--- src/rtl/pwm_stream_scheduler.sv ---
// pwm_stream_scheduler: round-robin arbiter that turns each granted duty request
// into a burst of repeated PWM periods on a single shared stream output.
module pwm_stream_scheduler #(
    parameter  int NUM_REQ  = 4,
    parameter  int DATA_W   = 5,
    parameter  int REPEAT_W = 4,
    localparam int ID_W     = $clog2(NUM_REQ)
) (
    input  logic                         in_clock,
    input  logic                         in_reset,
    input  logic                         in_enable,
    input  logic [NUM_REQ-1:0]           req_valid,
    input  logic [NUM_REQ*DATA_W-1:0]    req_data,
    input  logic [NUM_REQ*REPEAT_W-1:0]  req_repeat,
    output logic [NUM_REQ-1:0]           req_ready,
    output logic                         pwm_valid,
    output logic [DATA_W-1:0]            pwm_data,
    input  logic                         pwm_ready,
    output logic                         busy,
    output logic [ID_W-1:0]              grant_id
);
    typedef enum logic {ARB, SEND} state_t;
    state_t state, state_next;
    logic [ID_W-1:0] rr_ptr, winner, next_ptr;
    logic [REPEAT_W-1:0] remaining, win_repeat;
    logic found, grant, hs, last;
    int j;
    // Scan offsets high to low so the lowest offset from rr_ptr ends up as winner
    always_comb begin
        found = 1'b0;
        winner = '0;
        j = 0;
        for (int o = NUM_REQ - 1; o >= 0; o--) begin
            j = int'(rr_ptr) + o;
            j = j >= NUM_REQ ? j - NUM_REQ : j;
            if (req_valid[j]) begin
                found = 1'b1;
                winner = ID_W'(j);
            end
        end
    end
    assign grant      = state == ARB && in_enable && found && !in_reset;
    assign req_ready  = grant ? NUM_REQ'(1) << winner : '0;
    assign win_repeat = req_repeat[winner*REPEAT_W +: REPEAT_W];
    assign hs         = state == SEND && pwm_ready;
    assign last       = remaining == REPEAT_W'(1);
    assign next_ptr   = grant_id == ID_W'(NUM_REQ - 1) ? '0 : grant_id + 1'b1;
    always_comb begin
        state_next = state;
        if (state == ARB)
            state_next = grant ? SEND : ARB;
        else
            state_next = hs && last ? ARB : SEND;
    end
    always_ff @(posedge in_clock) begin
        if (in_reset)
            state <= ARB;
        else
            state <= state_next;
    end
    always_ff @(posedge in_clock) begin
        if (in_reset) begin
            pwm_valid <= 1'b0;
            pwm_data  <= '0;
            busy      <= 1'b0;
            grant_id  <= '0;
            rr_ptr    <= '0;
            remaining <= '0;
        end else if (grant) begin
            pwm_data  <= req_data[winner*DATA_W +: DATA_W];
            remaining <= win_repeat == '0 ? REPEAT_W'(1) : win_repeat;
            grant_id  <= winner;
            pwm_valid <= 1'b1;
            busy      <= 1'b1;
        end else if (hs) begin
            if (last) begin
                pwm_valid <= 1'b0;
                busy      <= 1'b0;
                rr_ptr    <= next_ptr;
            end else begin
                remaining <= remaining - 1'b1;
            end
        end
    end
endmodule

--- config.mk ---
export PLATFORM = sky130hd
export DESIGN_NAME = pwm_stream_scheduler
export DESIGN_NICKNAME = d
export VERILOG_FILES = /design/src/rtl/pwm_stream_scheduler.sv
export SDC_FILE = /design/constraint.sdc
export NUM_CORES = 1
export LEC_CHECK = 0
export ABC_AREA = 1
export CAP_MARGIN = 20
export CORE_ASPECT_RATIO = 0.7
export CORE_MARGIN = 4
export CORE_UTILIZATION = 42
export DETAILED_ROUTE_END_ITERATION = 10
export PLACE_DENSITY = 0.81
export SYNTH_ARGS = -nofsm -noshare
export SYNTH_HDL_FRONTEND = slang
export SYNTH_SLANG_ARGS = --single-unit
--- constraint.sdc ---
create_clock -name in_clock -period 3.2 [get_ports in_clock]
set_input_delay 0.96 -clock in_clock [delete_from_list [all_inputs] [get_ports in_clock]]
set_output_delay 0.96 -clock in_clock [all_outputs]
set_load 0.01 [all_outputs]
; ---- Word-level counts from Yosys, hierarchy flattened
; Cells that the tools add are included.
[totals]
reg_bits = 15
latch_bits = 0
mem_bits_rw = 0
rom_bits = 0
input_bits = 44
out_inout_bits = 13
wordCells = 80
memories = 0
[classes]
n_addsub = 9
mul = 1
div_mod_pow = 0
magnitude_cmp = 8
n_eq_ne = 3
n_shift = 3
n_mux = 36
bitwise = 2
reduce_logical = 12
[op_table]
columns = operator, n
row1 = $lt A32 B4 Y1 const B, 4
row2 = $mux W32, 4
row3 = $mux W4, 5
row4 = $shiftx A20 B6 Y5, 1
row5 = $mux W1, 18
row6 = $shiftx A16 B5 Y4, 1
row7 = $sub A3 B3 Y4 const B, 3
row8 = $mux W2, 5
row9 = $ge A3 B3 Y1 const B, 3
row10 = $bmux W1 S2, 4
row11 = $add A2 B2 Y3 const B, 2
row12 = $logic_and A1 B1 Y1, 5
row13 = $mul A2 B3 Y5 const B, 1
row14 = $eq A4 B1 Y1 const B, 1
row15 = $logic_not A4 Y1, 1
row16 = $reduce_and A2 Y1, 2
row17 = $reduce_bool A2 Y1, 2
row18 = $shl A1 B2 Y4 const A, 1
row19 = $sub A2 B3 Y4 const B, 1
row20 = $sub A4 B1 Y4 const B, 1
row21 = $add A2 B1 Y3 const B, 1
row22 = $ge A2 B3 Y1 const B, 1
row23 = $reduce_and A3 Y1, 1
row24 = $add A2 B1 Y2 const B, 1
row25 = other kinds (4), 5

; ---- Logic depth before layout (Yosys ltp)
[logic_depth]
word_depth = 14
mapped_depth = 17
mapped_depth_nobuf = 17

; ---- Worst setup path after synthesis
; OpenSTA, ideal clock, no wires.
[synth_path]
path_kind = input to output
from = in in_reset
to = out req_ready[0]
arrival_ns = 2.148
t_required_ns = 2.240
slack_ns = 0.092
stages = 7
n_path_buf = 3
cell_sequence = clkbuf_1 -> nor3b_1 -> a21boi_0 -> buf_4 -> buf_2 -> nand2_1 -> nor2_1
[synth_between]
elab_chain_cells = 3
[synth_lines]
columns = item, line_no
row1 = "start, declared", 10  ; input logic in_reset,
row2 = $logic_not A1 Y1, 42  ; assign grant = state == ARB && in_enable && found && !in_reset;
row3 = $logic_and A1 B1 Y1, 42
row4 = $mux W4, 43  ; assign req_ready = grant ? NUM_REQ'(1) << winner : '0;
row5 = "end, declared", 15  ; output logic [NUM_REQ-1:0] req_ready,
; Every way passes these cells.

; ---- Final worst setup path
[layout_path]
from = in req_valid[3]
to = out req_ready[0]
[layout_between]
elab_chain_cells = 10
word_cells_on_any_way = 24
cone_classes = shift (1) / mux (21) / reduce/logical (2)
[layout_lines]
columns = item, line_no
row1 = "start, declared", 12  ; input logic [NUM_REQ-1:0] req_valid,
row2 = $bmux W1 S2, 36  ; if (req_valid[j]) begin
row3 = $mux W1 (not written as such) (2 in series), 36
row4 = $mux W1 (4 in series), 36
row5 = $logic_and A1 B1 Y1 (2 in series), 42
row6 = $mux W4 *, 43
; Mark *: on every way between the ends. The rest lies on a longest branch, timed or not. The select of a mux whose other input is x is not followed.

==> metrics.csv <==
metric;value;unit
fmax;322;MHz
totalWireLength;3840;microns
setup_viol;0;
die-area;0.00399;sq mm
fin_worst_skew;5.27;ps
overflow;0;
tightest_slew;282;ps
finalCritPeriodShare;97.2;%
detail_route.first_pass.iterations;4;
cts.htree.levels;1;
crit_family;simple AND/OR/NAND/NOR gates;
p_leak;1.03;nW
syn_inst;222;
drv_slew;0;
grt_max_degree;17;
critical_path_buf_inv_count;3;
path_class;primary input to output pin;
status;completed;
syn_area_per_cell;5.73;sq um
coreArea;0.00284;sq mm
gp_congestion;0.874;
n_antenna_cell;0;
drtIter0Drc;68;
areaGrowthSynthToFinish;61.8;%
final_cells;329;
ys_warn_count;0;
final_cell_mix;nand2_1, clkdlybuf4s50_1, nor2_1;
finalCriticalPeriod;3110;ps
vias;1583;
path_cells;dlygate4sd2_1 > nand2_1 > nand2_2 > nor2_2 > nor2_1 > nand3_2 > nand2_4 > inv_4 > nand2_4 > nor2_2 > buf_2;
preCtsSetupSlack;-600;ps
cts_tree;yes;
worst-path-max-fanout;4;
max-cap-violations;0;
ys_seq_area_share;23.6;%
hold_viol_final;0;
grt_pass1_wl;6220;microns
initial_utilization;44.8;%
clkTransAtPathRegs;70;ps
drive_above_1_share;19.8;%
grt_antenna_before_repair;0;
fin_ws;89.7;ps
powerDensity;302;mW/mm^2
cp.required;2240;ps
drcViolationCount;0;
io_buffers;56;
cts-root-buf;clkbuf_8;
drt-wirelength-per-cell;11.7;microns
nFillCells;253;
synth_fp_nets;269;
syn-cell-area;0.00127;sq mm
rows;16;
cts_sinks;15;
critPathLaunchType;primary input;
synth.distinct_cells;24;
critPathSlowestCell;dlygate4sd2_1;
clk_latency;260;ps
grt.total_usage;19.9;%
die_y;54.1;microns
fin_nets;341;
finalPower;0.000622;W
num_io_pins;57;
cp.arrival;2150;ps
end_kind;output pin;
final_area;0.00206;sq mm
relSlewSlack;81.0;%
hp-class;flop to flop;
ir_drop;160;uV
drtAntennaViolNets;0;
viasPerCell;4.81;
cts_buffers;3;
place_inst;322;
post_dp_cell_area;0.00194;sq mm
die_x;73.8;microns
dp_hpwl;2940;microns
cpPeakStageDelay;260;ps
cts_buffer_depth;2;
layout_commonest_cell;nand2_1;
hold_buffers;0;
synth-seq-cells;15;
grt_pass1_vias;1391;
## state kept, by name, summed over array words and instances, names as in the netlist
name and cells:
remaining 4, busy 1, rr_ptr 2, grant_id 2
state 1, pwm_data 5
## cell usage after synthesis
| master | count | share of area (%) |
|---|---|---|
| nand2_1 | 57 | 17 |
| inv_1 | 33 | 9.7 |
| nor2_1 | 33 | 9.7 |
| nand3_1 | 23 | 9.0 |
| o21ai_0 | 20 | 7.9 |
| dfxtp_1 | 15 | 24 |
| o21ai_1 | 8 | 3.1 |
| a21oi_1 | 6 | 2.4 |
| buf_4 | 3 | 1.8 |
| ha_1 | 3 | 3.0 |
| nand2_2 | 3 | 1.5 |
| nand3_2 | 3 | 2.4 |
| buf_2 | 2 | 0.79 |
| inv_2 | 2 | 0.59 |
| nand2_4 | 2 | 1.8 |
| a21boi_0 | 1 | 0.59 |
| buf_6 | 1 | 0.88 |
| buf_8 | 1 | 1.2 |
| clkbuf_1 | 1 | 0.29 |
| nand4_1 | 1 | 0.49 |
| nor3b_1 | 1 | 0.59 |
| o211ai_1 | 1 | 0.59 |
| o21ai_2 | 1 | 0.69 |
| xor2_1 | 1 | 0.69 |
## per-layer routing
metal / vias up / routed length [microns] / GRT usage, %
li1: 837 / - / -
met1: 691 / 1820 / 28.2
met2: 52 / 1710 / 30.4
met3: 3 / 304 / 5.41
met4: 0 / 11 / 2.71
met5: - / 0 / 0
## cell families after synthesis
logic type	Yosys count	share of synthesized area [%]
and+or+nand+nor	123	42.3
buffers and inverters	43	15.2
AOI/OAI and AO/OA	37	15.2
DFF	15	23.6
adders and majority gates	3	2.95
xor gates and xnor gates	1	0.688
## worst register-to-register path, cell delays in order, from the launching register on
cell and delay [ps]:
dfxtp_1 320, buf_4 200, nand2_1 100, nand2_1 130, inv_1 90, nand2_2 70
nand3_2 100, nand2_2 100, nand2_4 50, nand2_4 80, buf_4 200, nand2_1 60
o21ai_0 70, o21ai_0 130, o21ai_1 160, inv_1 50
## final cells by class
| type | instances | area (sq um) | area share [%] |
|---|---|---|---|
| Multi-Input combinational cell | 164 | 850 | 41.3 |
| Sequential cell | 15 | 300 | 14.6 |
| Clock buffer | 3 | 41.3 | 2.00 |
| Clock inverter | 1 | 5.00 | 0.243 |
| Tap cell | 36 | 45.0 | 2.19 |
| Timing Repair Buffer | 75 | 684 | 33.2 |
| Inverter | 35 | 134 | 6.50 |
## path summary, 6_finish.rpt
| check | from | cells after the start | slack [ps] | end |
|---|---|---|---|---|
| setup / recovery | req_valid[3] | 11 | 90 | req_ready[0] |
| hold / removal | busy | 2 | 480 | busy |
| setup reg to reg | rr_ptr[0] | 15 | 1160 | pwm_data[0] |
| hold reg to reg | busy | 2 | 480 | busy |
## what timing repair did
| action | CTS | global route |
|---|---|---|
| setup endpoints to repair | 4 | 4 |
| resized for setup | 35 | 13 |
| pin swaps | 7 | 5 |
| setup buffers | 2 | 1 |
## per-stage QoR
| step | util [%] | hold WS [ps] | TNS [ps] |
|---|---|---|---|
| after global routing | 72.4 | 508 | -24.3 |
| after floorplan | - | 473 | 0 |
| final | 72.4 | 481 | 0 |
| after global placement | 68.1 | 470 | -2240 |
| after detailed placement | 68.1 | 475 | -2360 |
| after CTS | 70.8 | 485 | 0 |
## power by group
part	switching, W	internal, W	total [W]	leakage (nW)
registers	0.0000107	0.000202	0.000212	0.123
clock network	0.0000721	0.0000865	0.000159	0.0255
logic	0.000121	0.000130	0.000251	0.879
(Power assumes the default switching activity.)
